`src/rtl/instr_mem_loader.sv`:
```
// Instruction memory loader: receives a length-prefixed, checksummed byte stream
// and writes it into instruction memory. The CPU is held in reset until a load succeeds.
module instr_mem_loader #(
   parameter int MEM_WORDS = 32,
   parameter int LEN_W     = 6
) (
   input  logic        clock,
   input  logic        reset,
   input  logic        start,
   input  logic [7:0]  byte_in,
   input  logic        byte_valid,
   output logic        byte_ready,
   output logic        mem_we,
   output logic [31:0] mem_addr,
   output logic [31:0] mem_wdata,
   output logic        busy,
   output logic        done,
   output logic        error,
   output logic        cpu_hold
);

   typedef enum logic [2:0] {
      IDLE,
      LEN,
      DATA,
      CHECK,
      DONE,
      ERR
   } state_t;

   localparam logic [8:0] MAX_N = 9'(MEM_WORDS);

   state_t            state;
   logic [LEN_W-1:0]  len_q;
   logic [LEN_W-1:0]  word_idx;
   logic [1:0]        byte_idx;
   logic [7:0]        csum;
   logic [23:0]       shreg;

   logic              accept;
   logic              len_ok;
   logic              last_word;
   logic [31:0]       word_addr;

   assign byte_ready = (state == LEN) ||
                       (state == DATA) ||
                       (state == CHECK);

   assign accept    = byte_valid && byte_ready;
   assign len_ok    = (byte_in != 8'd0) &&
                      ({1'b0, byte_in} <= MAX_N);
   assign last_word = (word_idx == len_q - LEN_W'(1));
   assign word_addr = 32'({word_idx, 2'b00});

   // Status flags per state: {busy, done, error, cpu_hold}
   function automatic logic [3:0] flags(input state_t s);
      logic [3:0] f;
      f = 4'b0001;
      unique case (s)
         LEN, DATA, CHECK: f = 4'b1001;
         DONE:             f = 4'b0100;
         ERR:              f = 4'b0011;
         default:          f = 4'b0001;
      endcase
      return f;
   endfunction

   always_ff @(posedge clock) begin
      if (reset) begin
         state     <= IDLE;
         len_q     <= '0;
         word_idx  <= '0;
         byte_idx  <= '0;
         csum      <= '0;
         shreg     <= '0;
         mem_we    <= 1'b0;
         mem_addr  <= '0;
         mem_wdata <= '0;
         {busy, done, error, cpu_hold} <= flags(IDLE);
      end else begin
         mem_we <= 1'b0;
         unique case (state)
            IDLE: begin
               if (start) begin
                  state <= LEN;
                  {busy, done, error, cpu_hold} <= flags(LEN);
               end
            end
            LEN: begin
               if (accept) begin
                  if (!len_ok) begin
                     state <= ERR;
                     {busy, done, error, cpu_hold} <= flags(ERR);
                  end else begin
                     len_q    <= LEN_W'(byte_in);
                     word_idx <= '0;
                     byte_idx <= '0;
                     csum     <= '0;
                     state    <= DATA;
                     {busy, done, error, cpu_hold} <= flags(DATA);
                  end
               end
            end
            DATA: begin
               if (accept) begin
                  csum     <= csum ^ byte_in;
                  shreg    <= {shreg[15:0], byte_in};
                  byte_idx <= byte_idx + 2'd1;
                  // Word complete: the write goes out next cycle, stream keeps flowing
                  if (byte_idx == 2'd3) begin
                     mem_we    <= 1'b1;
                     mem_addr  <= word_addr;
                     mem_wdata <= {shreg, byte_in};
                     word_idx  <= word_idx + LEN_W'(1);
                     if (last_word) begin
                        state <= CHECK;
                        {busy, done, error, cpu_hold} <= flags(CHECK);
                     end
                  end
               end
            end
            CHECK: begin
               if (accept) begin
                  if (byte_in == csum) begin
                     state <= DONE;
                     {busy, done, error, cpu_hold} <= flags(DONE);
                  end else begin
                     state <= ERR;
                     {busy, done, error, cpu_hold} <= flags(ERR);
                  end
               end
            end
            DONE, ERR: begin
               if (start) begin
                  state <= LEN;
                  {busy, done, error, cpu_hold} <= flags(LEN);
               end
            end
            default: begin
               state <= IDLE;
               {busy, done, error, cpu_hold} <= flags(IDLE);
            end
         endcase
      end
   end

endmodule
```
`config.mk`:
```
export PLATFORM = sky130hd
export DESIGN_NAME = instr_mem_loader
export DESIGN_NICKNAME = d
export VERILOG_FILES = /design/src/rtl/instr_mem_loader.sv
export SDC_FILE = /design/constraint.sdc
export NUM_CORES = 1
export LEC_CHECK = 0
export CORE_MARGIN = 5
export CORE_UTILIZATION = 25
export CTS_BUF_LIST = sky130_fd_sc_hd__clkbuf_8
export CTS_CLUSTER_SIZE = 14
export DETAILED_ROUTE_END_ITERATION = 12
export SETUP_SLACK_MARGIN = 0.05
export SLEW_MARGIN = 10
export SYNTH_ARGS = -nofsm -noshare
export SYNTH_HDL_FRONTEND = slang
export SYNTH_SLANG_ARGS = --single-unit
```
`constraint.sdc`:
```
create_clock -name clock -period 3.3 [get_ports clock]
set_clock_uncertainty 0.15 [all_clocks]
set_input_delay 0.33 -clock clock [delete_from_list [all_inputs] [get_ports clock]]
set_output_delay 0.33 -clock clock [all_outputs]
set_load 0.03 [all_outputs]
```
* Word level (Yosys, flattened, before mapping)
Index checks and enable logic that the tools add are counted.
** Operators by class
- Eq/ne operators :: 15
- Bitwise operators :: 3
- Multiplexer cells :: 45
- Order comparisons :: 1
- $add $sub $neg :: 3
- Reduce and logical (&&, ||, !) cells :: 15
** Operators by type and width (count)
- two-way mux 6 bit :: 4
- two-way mux 8 bit :: 3
- two-way mux 3 bit :: 7
- two-way mux 1 bit :: 20
- one-hot mux 1 bit (4 select lines) :: 4
- one-hot mux 8 bit (2 select lines) :: 1
- one-hot mux 3 bit (4 select lines) :: 1
- one-hot mux 6 bit (2 select lines) :: 1
- != test 2 bit (second input constant) :: 5
- == test 8 bit :: 1
- <= comparator 8 x 6 -> 1 bit (second input constant) :: 1
- nonzero test 8 bit :: 1
- bitwise XOR 8 bit :: 1
- adder 6 x 1 -> 6 bit (second input constant) :: 1
- == test 3 x 2 -> 1 bit (second input constant) :: 2
- == test 3 bit (second input constant) :: 2
- == test 6 bit :: 1
- two-way mux 2 bit :: 3
- AND reduction 3 bit :: 2
- AND reduction 6 bit :: 1
- OR reduction 3 bit :: 2
- subtractor 6 x 1 -> 6 bit (second input constant) :: 1
- AND reduction 5 bit :: 1
- != test 2 x 1 -> 1 bit (second input constant) :: 2
- other kinds (11) :: 14
** Word-level totals
- Bits in registers :: 92
- Bits of input ports :: 12
- Output and inout port bits :: 70
- Logic and storage cells :: 95

* Logic depth before layout (Yosys ltp)
- Word-level depth :: 6
- Depth in mapped cells :: 9
- Depth with buffers taken out :: 8

* Least setup slack after synthesis
OpenSTA, ideal clock, no wires.
- Kind :: register to register
- Start :: register len_q[0]
- End :: register busy
- Data arrival time :: 2.153 ns
- Clock period less this slack :: 2.370 ns
- Cell stages (with the launch flop) :: 7
- Buffers on the path :: 0
- Path slack :: 0.930 ns
- Required time :: 3.083 ns
- Setup time :: 0.067 ns
- Path through :: dfxtp_1 or4_4 or3_4 a2111oi_4 o211ai_4 a221o_1 a21oi_2
** On the way
- Longest elaborated chain between the ends :: 4
** Ends and longest elaborated chain
- from (decl) :: line 34 : logic [LEN_W-1:0] len_q;
- from (signal assigned) :: line 95 : len_q <= LEN_W'(byte_in);
- subtractor 6 x 1 -> 6 bit :: line 52 : assign last_word = (word_idx == len_q - LEN_W'(1));
- == test 6 bit :: line 52
- != test 2 bit (no source line)
- AND reduction 6 bit (no source line)
- to (signal assigned) :: line 79 : {busy, done, error, cpu_hold} <= flags(IDLE);
- to (signal assigned) :: line 86 : {busy, done, error, cpu_hold} <= flags(LEN);
- to (signal assigned) :: line 93 : {busy, done, error, cpu_hold} <= flags(ERR);
- to (decl) :: line 16 : output logic busy,
Every way passes these cells.
A chain may end at the register's enable or synchronous reset.

* Worst setup path after layout
- Start :: input byte_in[1]
- End :: register len_q[0]
** On the way
- Longest elaborated chain between the ends :: 3
- Elaborated cells on any way between the ends :: 4
- Those cells by class :: order compare (1); reduce/logical (3)
** Ends and longest elaborated chain
- from (decl) :: line 10 : input logic [7:0] byte_in,
- <= comparator 8 x 6 -> 1 bit or nonzero test 8 bit (tied branches) :: line 51, 50
- logical AND 1 bit * :: line 50 : assign len_ok = (byte_in != 8'd0) &&
- AND reduction 3 bit (no source line) *
Mark *: on every way between the ends. The rest lies on a longest branch, timed or not.

==> impl_metrics.tcl <==
set metrics [dict create \
    status "completed" \
    final-setup-viol-count 0 \
    swShare 0.282 \
    max_stage_delay_ps 570 \
    synthMuxAreaShare 0.0203 \
    clkSlewWorstSetupHoldPaths_ps 100 \
    worst-path-buf-inv 1 \
    synth_top_family_by_area "simple AND/OR/NAND/NOR gates" \
    synth_warnings 0 \
    fin_crit_sh 0.795 \
    cts-root-buf "clkbuf_8" \
    grt_pass1_vias 3050 \
    synth-simple-area-share 0.218 \
    setup-tns-final_ps 0 \
    ys_seq_area_frac 0.466 \
    antennaDiodeCount 0 \
    clk_latency_ps 370 \
    grt_setup_unrepaired "false" \
    cpLargestDelayFamily "simple AND/OR/NAND/NOR gates" \
    p_leak_nw 1.61 \
    fin_hold_ws_ps 308 \
    r2r_setup_slack_ps 730 \
    clockBufferDepth 2 \
    critPathCaptureType "flop" \
    final_cell_mix "nand2_1 (132), dfxtp_1 (92), a21oi_1 (76), clkdlybuf4s50_1 (54), nor2_1 (28)" \
    final_common_cell "nand2_1" \
    dr.pass1.iters 4 \
    drc 0 \
    rows 46 \
    p_per_area_nw_per_um2 450 \
    postSynthCellCount 488 \
    fillers 1699 \
    slowest_stage "or4_1" \
    die_area_sq_um 18400 \
    synth_ff_type "dfxtp_1" \
    path_class "in -> reg" \
    synthAdderAreaFrac 0.00950 \
    cts_hold_buffers 0 \
    die_h_um 136 \
    viasPerCell 4.27 \
    routed_wl_um 10100 \
    synth_area_sq_um 3950 \
    synth.distinct_cells 47 \
    grt_pass1_wl_um 16100 \
    clock_sinks 92 \
    synthXorXnorAreaFrac 0.0421 \
    htree_levels 3 \
    min_period_ps 2620 \
    slew_viol_final 0 \
    place_area_sq_um 4630 \
    cts_buffers 9 \
    drive_gt1_frac 0.0705 \
    comb_power_share 0.103 \
    arrival_ps 2700 \
    async_flop_share 0 \
    crit_path_start_kind "input port" \
    fp.coreArea_sq_um 15700 \
    drt_iter0_drc 258 \
    pwr-share-clk 0.376 \
    grt_overflow 0 \
    drv_cap 0 \
    crit_chain "clkdlybuf4s50_1 > or4_1 > o21a_1 > or3b_1 > nor2_4 > mux2i_1 > nor2_1" \
    antenna_left 0 \
    antenna_found_initial 0 \
    hp-class "reg -> reg" \
    cts_tree "built" \
    post_cts_buffers 0 \
    dp.final_hpwl_um 7260 \
    worst_pin_slew_ps 769 \
    syn_area_per_cell_sq_um 8.09 \
    gp_congestion 0.776 \
    area_growth_pct 22.7 \
    slew_headroom 0.487 \
    grtUsageTotal 0.111 \
    final_area_sq_um 4850 \
    wl_per_cell_um 13.4 \
    post_cts_resized 0 \
    io_buffer_count 55 \
    required_ps 3380 \
    ir_worst_vdd_mv 0.138 \
    synth_edf_count 0 \
    ioPinCount 82 \
    max_freq_mhz 381 \
    initial_core_util 0.251 \
    p_switching_mw 0.615 \
    grt_max_degree 41 \
    crit_fanout 9 \
    nets 549 \
    seqPwrFrac 0.521 \
    ys_ff_latch 92 \
    synth-compound-area-share 0.160 \
    hold_viol 0 \
    die_w_um 136 \
    internal_power_mw 1.57 \
    vias 3226 \
]
## layout make-up
class                      count  area (sq um)  area share
multi-input combinational    360          1880       0.387
sequential                    92          1840       0.380
timing repair buffer          66           628       0.130
tap                          216           270      0.0558
clock buffer                   9           124      0.0256
clock inverter                 7          87.6      0.0181
inverter                       5          18.8     0.00387
## synth_stat cells, types with 4 or more instances
library cell / count / share of area
dfxtp_1: 92 / 0.47
inv_1: 4 / 0.0038
clkbuf_1: 27 / 0.026
nor3_1: 8 / 0.010
xor2_1: 11 / 0.024
o21ai_1: 13 / 0.016
nand2_1: 132 / 0.13
xnor2_1: 8 / 0.018
buf_4: 26 / 0.049
mux2i_1: 8 / 0.020
nor2_1: 29 / 0.028
a21oi_1: 76 / 0.096
or2_1: 7 / 0.011
## worst register-to-register path, stage by stage (launching register included)
cell,delay (ps)
dfxtp_1,370
or4_4,550
or3_4,360
a2111oi_4,430
o211ai_4,180
a221o_1,310
a21oi_2,130
## final timing paths
kind	from	end	cells past startpoint
setup / recovery	byte_in[1]	len_q[0]	7
hold / removal	shreg[19]	mem_wdata[27]	2
setup reg to reg	len_q[0]	busy	6
hold reg to reg	shreg[19]	mem_wdata[27]	2
## power groups by stage
| stage | Sequential [mW] | Combinational (mW) | Clock (mW) |
|---|---|---|---|
| global placement | 1.16 | 0.223 | 0 |
| finish | 1.14 | 0.225 | 0.820 |
| CTS | 1.14 | 0.225 | 0.848 |
| detailed placement | 1.16 | 0.225 | 0 |
| global route | 1.14 | 0.243 | 0.890 |
| floorplan | 1.17 | 0.180 | 0 |
## state kept, by name, summed over array words and instances (netlist names)
register   cells
mem_wdata     32
shreg         24
csum           8
len_q          6
mem_addr       6
word_idx       6
state          3
byte_idx       2
busy           1
cpu_hold       1
done           1
error          1
mem_we         1
## per-layer routing
layer	global-route usage	share of wire	vias up	wire length, um
li1	-	-	1661	-
met1	0.150	0.49	1488	4920
met2	0.175	0.45	67	4580
met3	0.0189	0.042	10	428
met4	0.0442	0.018	0	181
met5	0	0	-	0
## through the flow
step                      total power, mW  setup slack (ps)  utilization  cells
after floorplan                      1.35               930            -    513
after global placement               1.39               332        0.295    739
after detailed placement             1.39               299        0.295    739
after CTS                            2.21               707        0.308    755
after global routing                 2.27               558        0.308    755
final                                2.18               676        0.308    755
## cells by family (layout without fill, tap and decap cells)
group,Yosys count,after routing
DFF,92,92
AOI/OAI and AO/OA,106,106
and+or+nand+nor,198,198
other,1,26
adders and majority gates,3,3
muxes,8,8
buffers and inverters,61,87
xor gates and xnor gates,19,19
Note: power is estimated with default switching activity, not from simulation.
